<file path="config.mk">
export PLATFORM = sky130hd
export DESIGN_NAME = pipe_stage_chain
export DESIGN_NICKNAME = d
export VERILOG_FILES = /design/src/rtl/pipe_stage_chain.sv
export SDC_FILE = /design/constraint.sdc
export NUM_CORES = 1
export LEC_CHECK = 0
export ABC_AREA = 1
export CELL_PAD_IN_SITES_DETAIL_PLACEMENT = 1
export CELL_PAD_IN_SITES_GLOBAL_PLACEMENT = 2
export CORE_ASPECT_RATIO = 0.9
export CORE_MARGIN = 2
export CORE_UTILIZATION = 27
export DETAILED_ROUTE_END_ITERATION = 16
export GPL_TIMING_DRIVEN = 0
export PLACE_DENSITY_LB_ADDON = 0.05
export SLEW_MARGIN = 0
export SYNTH_ARGS = -nofsm -noshare
export SYNTH_HDL_FRONTEND = slang
export SYNTH_SLANG_ARGS = --single-unit
</file>
<file path="constraint.sdc">
create_clock -name clk -period 4.1 [get_ports clk]
set_input_delay 0.615 -clock clk [delete_from_list [all_inputs] [get_ports clk]]
set_output_delay 0.615 -clock clk [all_outputs]
set_load 0.005 [all_outputs]
</file>
<file path="src/rtl/pipe_stage_chain.sv">
// pipe_stage_chain
//   Elastic chain of STAGES pipeline registers, each WIDTH bits wide with its
//   own valid bit. Stage 0 is the youngest (fed from in_*), stage STAGES-1 the
//   oldest (drives out_*). Supports per-stage stall, per-stage flush that
//   squashes the flushed stage and everything younger, valid/ready
//   backpressure with bubble collapsing, and a registered occupancy count.
//
// Ports
//   clk          rising-edge clock
//   reset        asynchronous, active-high reset
//   in_valid     producer offers in_data
//   in_data      payload entering stage 0
//   in_ready     chain accepts in_data this cycle
//   stall_vec    bit k holds stage k's contents
//   flush_vec    bit k squashes stages 0..k
//   out_valid    oldest stage presents valid data
//   out_data     contents of stage STAGES-1
//   out_ready    consumer accepts out_data
//   stage_valid  registered valid bit per stage
//   stage_data   stage k at bits [k*WIDTH +: WIDTH]
//   occupancy    number of set stage_valid bits
module pipe_stage_chain #(
    parameter int WIDTH  = 16,
    parameter int STAGES = 4,
    parameter int CNTW   = $clog2(STAGES + 1)
) (
    input  logic                      clk,
    input  logic                      reset,
    input  logic                      in_valid,
    input  logic [WIDTH-1:0]          in_data,
    output logic                      in_ready,
    input  logic [STAGES-1:0]         stall_vec,
    input  logic [STAGES-1:0]         flush_vec,
    output logic                      out_valid,
    output logic [WIDTH-1:0]          out_data,
    input  logic                      out_ready,
    output logic [STAGES-1:0]         stage_valid,
    output logic [STAGES*WIDTH-1:0]   stage_data,
    output logic [CNTW-1:0]           occupancy
);

    logic [STAGES-1:0] r_valid;
    logic [WIDTH-1:0]  r_data [STAGES];
    logic [CNTW-1:0]   r_occ;

    // w_kill and w_rdy carry one extra top entry so the oldest stage sees
    // "no flush from above" and out_ready respectively.
    logic [STAGES:0]   w_kill;
    logic [STAGES:0]   w_rdy;
    logic [STAGES-1:0] w_v;
    logic [STAGES-1:0] w_send;
    logic [STAGES-1:0] w_recv;
    logic [STAGES-1:0] w_valid_nxt;
    logic [CNTW-1:0]   w_occ_nxt;
    logic              w_accept;

    // Kill and ready both propagate from the oldest stage toward the youngest,
    // so the loop walks the index downward.
    always_comb begin
        w_kill         = '0;
        w_rdy          = '0;
        w_v            = '0;
        w_send         = '0;
        w_rdy[STAGES]  = out_ready;
        for (int unsigned i = 0; i < STAGES; i++) begin
            w_kill[STAGES-1-i] = flush_vec[STAGES-1-i] | w_kill[STAGES-i];
            w_v[STAGES-1-i]    = r_valid[STAGES-1-i] & ~w_kill[STAGES-1-i];
            w_send[STAGES-1-i] = w_v[STAGES-1-i] & ~stall_vec[STAGES-1-i]
                               & w_rdy[STAGES-i];
            w_rdy[STAGES-1-i]  = ~w_v[STAGES-1-i]
                               | (~stall_vec[STAGES-1-i] & w_rdy[STAGES-i]);
        end
    end

    // Any flush blocks input: the youngest stage is always among those killed.
    always_comb begin
        in_ready  = w_rdy[0] & ~(|flush_vec);
        w_accept  = in_valid & in_ready;
        out_valid = w_v[STAGES-1] & ~stall_vec[STAGES-1];
        out_data  = r_data[STAGES-1];
    end

    // A stage refilled in the same cycle it sends stays valid, which is what
    // lets a full chain move one item per cycle.
    always_comb begin
        w_recv    = '0;
        w_recv[0] = w_accept;
        for (int unsigned k = 1; k < STAGES; k++) begin
            w_recv[k] = w_send[k-1];
        end
        w_valid_nxt = '0;
        w_occ_nxt   = '0;
        for (int unsigned k = 0; k < STAGES; k++) begin
            w_valid_nxt[k] = w_recv[k] | (r_valid[k] & ~w_kill[k] & ~w_send[k]);
            w_occ_nxt      = w_occ_nxt + CNTW'(w_valid_nxt[k]);
        end
    end

    always_ff @(posedge clk or posedge reset) begin
        if (reset) begin
            r_valid <= '0;
            r_occ   <= '0;
            for (int unsigned k = 0; k < STAGES; k++) begin
                r_data[k] <= '0;
            end
        end else begin
            r_valid <= w_valid_nxt;
            r_occ   <= w_occ_nxt;
            if (w_recv[0]) begin
                r_data[0] <= in_data;
            end
            for (int unsigned k = 1; k < STAGES; k++) begin
                if (w_recv[k]) begin
                    r_data[k] <= r_data[k-1];
                end
            end
        end
    end

    always_comb begin
        stage_data = '0;
        for (int unsigned k = 0; k < STAGES; k++) begin
            stage_data[k*WIDTH +: WIDTH] = r_data[k];
        end
        stage_valid = r_valid;
        occupancy   = r_occ;
    end

endmodule
</file>
Word level (Yosys, flattened, before mapping)
Index checks and enable logic that the tools add are counted.
Storage, ports and cells
  bits in latches: 0
  ROM bits: 0
  logic and storage cells: 60
  RAM bits: 0
  register bits: 71
  output and inout bits: 89
  memories: 0
Cells by class
  div/mod/pow operators: 0
  add/sub/neg operators: 3
  multiplexer cells: 0
  multipliers: 0
  shift operators: 0
  equal/unequal tests: 0
  reduce and logical (&&, ||, !) cells: 1
  bitwise logic cells: 50
  $lt $le $gt $ge: 0
Operators by type and width (number)
  1-bit bitwise AND: 22
  1-bit NOT: 17
  1-bit OR: 11
  4-bit OR reduction: 1
  2-bit by 1-bit adder with 3-bit output: 1
  3-bit by 1-bit adder with 3-bit output: 1
  1-bit by 1-bit adder with 2-bit output: 1

Depth between registers and ports, before layout
Gate-level depths: netlist of run 1.
  depth in word-level cells: 16
  gate-level depth with buffers: 16

Worst setup path before layout of run 1
No wires, ideal clock.
  kind: input to register
  start: input flush_vec[3]
  end: register r_occ[1] (netlist: occupancy[1])
  path buffers: 0
  slack: 1411 ps
  data arrival time: 2563 ps
  stages: 14
  library setup time: 126 ps
  path through: nor2_2 -> nand2_2 -> nor2_8 -> nand2_2 -> nor2_2 -> nand2_4 -> nand2_8 -> nand3_4 -> nand2_1 -> inv_1 -> fa_1 -> inv_1 -> ha_1 -> ha_1
On the way
  word-level cells in the longest chain between the ends: 16
RTL lines
  from (decl): RTL line 33  | input logic [STAGES-1:0] flush_vec,
  1-bit NOT: RTL line 67  | w_v[STAGES-1-i] = r_valid[STAGES-1-i] & ~w_kill[STAGES-1-i];
  1-bit bitwise AND: RTL line 67
  1-bit NOT: RTL line 70  | w_rdy[STAGES-1-i] = ~w_v[STAGES-1-i]
  1-bit OR: RTL line 71  | | (~stall_vec[STAGES-1-i] & w_rdy[STAGES-i]);
  1-bit bitwise AND: RTL line 71
  1-bit OR: RTL line 71
  1-bit bitwise AND: RTL line 71
  1-bit OR: RTL line 71
  [... 2 more ...]
  1-bit bitwise AND: RTL line 77  | in_ready = w_rdy[0] & ~(|flush_vec);
  1-bit bitwise AND: RTL line 78  | w_accept = in_valid & in_ready;
  1-bit OR *: RTL line 94  | w_valid_nxt[k] = w_recv[k] | (r_valid[k] & ~w_kill[k] & ~w_send[k]);
  net w_valid_nxt[0]: RTL line 53  | logic [STAGES-1:0] w_valid_nxt;
  1-bit by 1-bit adder with 2-bit output *: RTL line 95  | w_occ_nxt = w_occ_nxt + CNTW'(w_valid_nxt[k]);
  2-bit by 1-bit adder with 3-bit output *: RTL line 95
  3-bit by 1-bit adder with 3-bit output *: RTL line 95
  net w_occ_nxt[1]: RTL line 54  | logic [CNTW-1:0] w_occ_nxt;
  to (signal assigned): RTL line 108  | r_occ <= w_occ_nxt;
  to (decl): RTL line 44  | logic [CNTW-1:0] r_occ;
The timed path passes the listed nets; every way through them passes the cells marked *.
A chain may end at the register's enable or synchronous reset.

Worst setup path after layout of run 1
  start: input flush_vec[3]
  end: output in_ready
On the way
  word-level cells in the longest chain between the ends: 11
RTL lines
  1-bit NOT: RTL line 67
  1-bit bitwise AND: RTL line 67
  1-bit NOT: RTL line 70
  1-bit OR: RTL line 71
  1-bit bitwise AND: RTL line 71
  1-bit OR: RTL line 71
  1-bit bitwise AND: RTL line 71
  1-bit OR: RTL line 71
  1-bit bitwise AND: RTL line 71
  1-bit OR: RTL line 71
  1-bit bitwise AND *: RTL line 77
  to (decl): RTL line 31  | output logic in_ready,
Mark *: on every way between the ends. The rest lies on a longest branch, timed or not.

==> metrics, run 1 <==
layout cells sized above 1=0.1174; clock-pin slew on the worst setup and hold paths=approximately 0.060 ns; first-pass GRT wire length=12.14 mm; htree depth=3; Post-DRT Antenna Nets=0; CP startpoint kind=primary input; WL/cell=13.18 um; 1st-iter DRT viols=between 50 and 60; status=finished, final reports clean; largest net degree at the start of global routing=70; chip width=114.5 um; final worst-path setup slack=0.8745 ns; postcts setup bufs=0; Worst Hold Class=in2async; final WL=roughly 7.6 mm; buffers added on ports=115; Tightest Pin Transition=a little under 0.5 ns; post-cts sizing count=0; f_max=310.0 MHz; slowest CP cell=clkdlybuf4s50_1; Core Area=around 11000 um^2; Avg Cell Area, Syn=9.547 um^2; reg2reg setup slack=1.48 ns; DP HPWL=5.933 mm; R2R Path Start=stage_valid[3]; relative slew slack=0.6790; commonest non-fill, non-tap cells in the layout=115 x clkdlybuf4s50_1, 98 x nand2_1, 71 x dfrtp_1, 27 x inv_1, 19 x o21ai_0; Multi-input gate area=899.6 um^2; Worst Path Arrival=2.61 ns; # setup viols final=0; clk_lat worst skew=0.32 ns; setup TNS=0 ns; vias in the first global route=2387; DP Worst Slack=~0.6 ns; maximum VDD drop=roughly 0.20 mV; Vias/cell=4.135; initial core utilization=0.2758; PwrDens=404.7 nW/um^2; critical path, cell by cell=clkdlybuf4s50_1 > nor2_2 > nand2_2 > nor2_8 > nand2_2 > nor2_2 > nand2_4 > a21boi_0 > clkdlybuf4s50_1; Final min period=3.225 ns; slowest stage delay, CP=0.52 ns; Tot GR Track Use=0.1339; number of core rows=36; Finished Cell Area=4688 um^2; Critical path origin=flush_vec[3]; I/O pins=around 120; Synth Instances=311; utilization after layout=0.4355; Critical Path RT=between 3 and 4 ns; final hold violations=0; Seq/Total Area, Yosys=0.5984; die height=~100 um; Post-DP Area=4317 um^2; drt first pass iters=4; Final Max Tran Viols=0; routed via count=2382; P&R area growth vs syn=57.90%; CP Buf/Inv Count=2; post-route clock skew=0.008464 ns; CP max FO=10; antenna violations before repair=0; Mapped Nets=342; RSZ-0062 raised after global routing=no; post-synth cell types=25; Yosys warnings=0; hold buffers post-CTS=0; P_leak=about 2.3 nW; Top delay family on crit path=buffers and inverters; # clock sinks=71; fin crit share=0.7867; CTS max path bufs=2; Final nets=between 400 and 500; Post-Syn Area=~3000 um^2; routability cong.=0.6930; worst hold slack=approximately 0.50 ns; critical path type=in2out; remaining routing DRC violations=0; crit path capture type=primary output; n_diodes=0; fillcell total=1238; grt ovf=0; CTS tree=done; # Max-Cap Violations=0; sequential cell area=1777 um^2; CTS Buf Count=9; most common cell after layout, fill and taps aside=clkdlybuf4s50_1; Root Buffer Master=clkbuf_16; die area=11850 um^2; synthesized flop and latch total=71
## per-stage QoR
step | total power, mW | std cells
floorplan | 0.8265 | 311
global placement | 0.9490 | 559
detailed placement | 0.9542 | 560
CTS | 1.923 | 576
global route | 1.979 | 576
finish | 1.897 | 576
## area by class of cell
cell class,count,area share
Inverter,29,0.02375
Clock inverter,5,0.02749
Timing Repair Buffer,116,0.2514
Sequential cell,71,0.3790
Buffer,29,0.03923
Multi-Input combinational cell,182,0.1919
Clock buffer,11,0.05177
Tap cell,133,0.03550
## routing by layer
metal | vias up | part of all wire | GRT usage
met3 | 8 | 0.055 | 0.02855
met5 | - | 0 | 0
met1 | 1081 | 0.49 | 0.1861
li1 | 1221 | - | -
met4 | 0 | 0.014 | 0.05066
met2 | 72 | 0.44 | 0.2066
## synth_stat cells, drive strengths merged
| cell | count | share of area |
|---|---|---|
| nand2 | 104 | 0.14 |
| dfrtp | 71 | 0.60 |
| inv | 29 | 0.037 |
| buf | 21 | 0.052 |
| o21ai | 19 | 0.032 |
| nor2 | 18 | 0.030 |
| nand4 | 16 | 0.034 |
| a21oi | 13 | 0.022 |
| clkbuf | 8 | 0.010 |
| mux2 | 3 | 0.011 |
| nand3 | 3 | 0.0093 |
| ha | 2 | 0.0084 |
| a21boi | 1 | 0.0025 |
| fa | 1 | 0.0067 |
| nor3 | 1 | 0.0017 |
| nor3b | 1 | 0.0025 |
## worst paths after layout
check,endpoint,cells after the start
setup / recovery,in_ready,9
hold / removal,out_data[3],2
setup reg to reg,occupancy[1],16
hold reg to reg,stage_data[4],2
max in group asynchronous,stage_valid[2],3
min in group clk,stage_data[4],2
## worst reg2reg max path, cell delays in order (launching register included)
cell and delay, ns:
dfrtp_1 0.38, inv_1 0.07, nor2_1 0.04, nand2_1 0.10, nand2_1 0.06, nand2_1 0.09
nand2_2 0.11, nand2_2 0.12, nand2_4 0.11, nand2_8 0.11, nand3_4 0.12, nand2_1 0.10
inv_1 0.06, fa_1 0.53, inv_1 0.04, ha_1 0.19, ha_1 0.27
## kinds of logic after synthesis
family | Yosys count | synth area share
AOI/OAI and AO/OA | 33 | 0.05647
buffers and inverters | 58 | 0.09861
muxes | 3 | 0.01138
DFF | 71 | 0.5984
and+or+nand+nor | 143 | 0.2200
adders and majority gates | 3 | 0.01517
## power breakdown
| group | internal (mW) | switching, mW | total, mW |
|---|---|---|---|
| clock network | 0.674 | 0.286 | 0.960 |
| registers | 0.739 | 0.0334 | 0.772 |
| logic | 0.103 | 0.0627 | 0.166 |
## flip-flops by register name, summed over array words and instances, names as in the netlist
name,count
stage_data,48
out_data,16
stage_valid,4
occupancy,3
(Power assumes the default switching activity.)
==> inputs of run 2 (changes only) <==
--- a/config.mk
+++ b/config.mk
@@ -10,7 +10,7 @@
 export CELL_PAD_IN_SITES_GLOBAL_PLACEMENT = 2
 export CORE_ASPECT_RATIO = 0.9
 export CORE_MARGIN = 2
-export CORE_UTILIZATION = 27
+export CORE_UTILIZATION = 23
 export DETAILED_ROUTE_END_ITERATION = 16
 export GPL_TIMING_DRIVEN = 0
 export PLACE_DENSITY_LB_ADDON = 0.05
==> constraint.sdc (replaced) <==
create_clock -name clk -period 2.85 [get_ports clk]
set_input_delay 0.4275 -clock clk [delete_from_list [all_inputs] [get_ports clk]]
set_output_delay 0.4275 -clock clk [all_outputs]
set_load 0.005 [all_outputs]
==> run 2 against run 1 <==
Worst setup slack lost 0.69 ns. Clock skew shrank 0.0040 ns. Final cell count grew 6.3%. Clock power grew 5%. Count of clock-buffer cells in the layout grew 3. Global-route usage shrank 0.65 points. Die area grew 17%. Combinational power grew 46%. First-iteration DRC count shrank 3.5%. Worst hold slack lost 0.052 ns. Routed wire length grew 8.3%. Highest routed layer unchanged. Via count grew 2.2%.
==> metrics, run 2 (synthesized netlist as in run 1, its figures left out) <==
Root Buffer Master=clkbuf_16; Comb pwr share=0.103; drt first pass iters=4; clock-pin slew on the worst setup and hold paths=0.06 ns; crit path capture type=flip-flop; Post-DRT Antenna Nets=0; Tightest Pin Transition=0.5429 ns; layout cells sized above 1=0.1250; number of core rows=39; DP HPWL=6.411 mm; fillcell total=between 1000 and 1500; 1st-iter DRT viols=between 50 and 60; maximum VDD drop=0.2051 mV; routed via count=2435; remaining routing DRC violations=0; critical path type=in2reg; vias in the first global route=2469; # setup viols final=0; post-route clock skew=0.004444 ns; die area=13840 um^2; CP max FO=9; most common cell after layout, fill and taps aside=clkdlybuf4s50_1; reg2reg path depth=16; buffers added on ports=115; commonest non-fill, non-tap cells in the layout=114 x clkdlybuf4s50_1, 97 x nand2_1, 71 x dfrtp_1, 27 x inv_1, 23 x buf_4; antenna violations before repair=0; P_leak=2.301 nW; Final Max Tran Viols=0; clk_lat worst skew=0.33 ns; Reg power frac=0.471; reg2reg setup slack=0.35 ns; # clock sinks=between 70 and 80; largest net degree at the start of global routing=42; P&R area growth vs syn=57.40%; chip width=123.8 um; CTS tree=done; Int Power=1.820 mW; die height=roughly 110 um; CTS Buf Count=9; R2R Path Start=stage_valid[3]; Worst Hold Class=in2async; Final min period=between 2 and 3 ns; Critical Path RT=3.06 ns; Core Area=12640 um^2; RSZ-0062 raised after global routing=no; Worst Path Arrival=2.88 ns; WL/cell=13.44 um; Vias/cell=3.979; # Max-Cap Violations=0; sw frac=0.2285; power consumption=2.358 mW; initial core utilization=0.2349; Tot GR Track Use=0.1274; PwrDens=504.7 nW/um^2; first-pass GRT wire length=13.41 mm; max reg flops=48; NetSw=0.5389 mW; worst hold slack=~0.45 ns; f_max=374.5 MHz; final hold violations=0; Final nets=475; Finished Cell Area=4673 um^2; relative slew slack=0.6381; reg2reg end=occupancy[1]; grt ovf=0; htree depth=3; I/O pins=117; status=finished, final reports clean; final WL=8.223 mm; Post-DP Area=4355 um^2; clock share of power=0.426; routability cong.=0.7066; fin crit share=0.9368; CP startpoint kind=primary input; n_diodes=0; CTS max path bufs=2
-- run 2: changes by cell type in the layout (fill, tap and decap cells not counted), sizes merged --
cell	delta
buf	+6
bufinv	-4
clkbuf	+3
clkdlybuf4s50	-1
dlygate4sd2	+1
-- run 2: critical path: stages --
cell             delay, ns
clkdlybuf4s50_1       0.44
nor2_2                0.14
nand2_2               0.12
nor2_8                0.12
nand2_2               0.08
nor2_4                0.10
nand2_4               0.08
nand2_8               0.09
nand3_4               0.10
nand2_2               0.09
inv_1                 0.07
fa_1                  0.53
inv_1                 0.04
ha_1                  0.19
ha_1                  0.27
-- run 2: worst max path at each step --
stage | start | to | slack [ns] | cells after the start
after global routing | flush_vec[2] | occupancy[1] | 0.006 | 15
after global placement | reset | stage_data[13] | -0.80 | 2
after CTS | flush_vec[2] | occupancy[1] | 0.00008 | 15
after floorplan | flush_vec[3] | occupancy[1] | 0.35 | 14
final | flush_vec[2] | occupancy[1] | 0.18 | 15
after detailed placement | flush_vec[3] | occupancy[1] | -0.52 | 15
-- run 2: routing by layer --
metal	track usage	up-vias	wire (um)
met5	0	-	0
met4	0.04318	0	115
met3	0.04047	10	550
met2	0.1817	76	3607
met1	0.1814	1118	3950
li1	-	1231	-
-- run 2: repair_timing --
action                     4_1_cts  5_1_grt
setup buffers                    2        4
setup endpoints to repair        3        3
pin swaps                        4        3
hold buffers                     0        0
gates resized for setup          2        3
-- run 2: final cells by class --
cell class / count / area [um^2] / share of cell area
Tap cell: 164 / 205.2 / 0.04391
Inverter: 29 / 111.4 / 0.02383
Clock buffer: 14 / 254.0 / 0.05435
Clock inverter: 1 / 5.005 / 0.001071
Buffer: 29 / 183.9 / 0.03936
Timing Repair Buffer: 122 / 1222 / 0.2616
Multi-Input combinational cell: 182 / 914.6 / 0.1957
Sequential cell: 71 / 1777 / 0.3802
-- run 2: power groups by stage --
stage / registers [mW] / clock network, mW / logic, mW
global route: 1.12 / 1.09 / 0.273
CTS: 1.11 / 1.04 / 0.248
global placement: 1.13 / 0 / 0.236
floorplan: 1.12 / 0 / 0.0673
detailed placement: 1.13 / 0 / 0.246
finish: 1.11 / 1.01 / 0.242
-- run 2: metrics by stage --
stage,setup slack [ns],setup TNS (ns),instances,utilization
6_report,0.1801,0,612,0.3698
5_1_grt,0.005635,0,612,0.3698
4_1_cts,0.00008238,0,608,0.3666
3_5_place_dp,-0.5151,-1.327,591,0.3446
3_3_place_gp,-0.7996,-57.67,590,0.3422
2_1_floorplan,0.3482,0,311,-
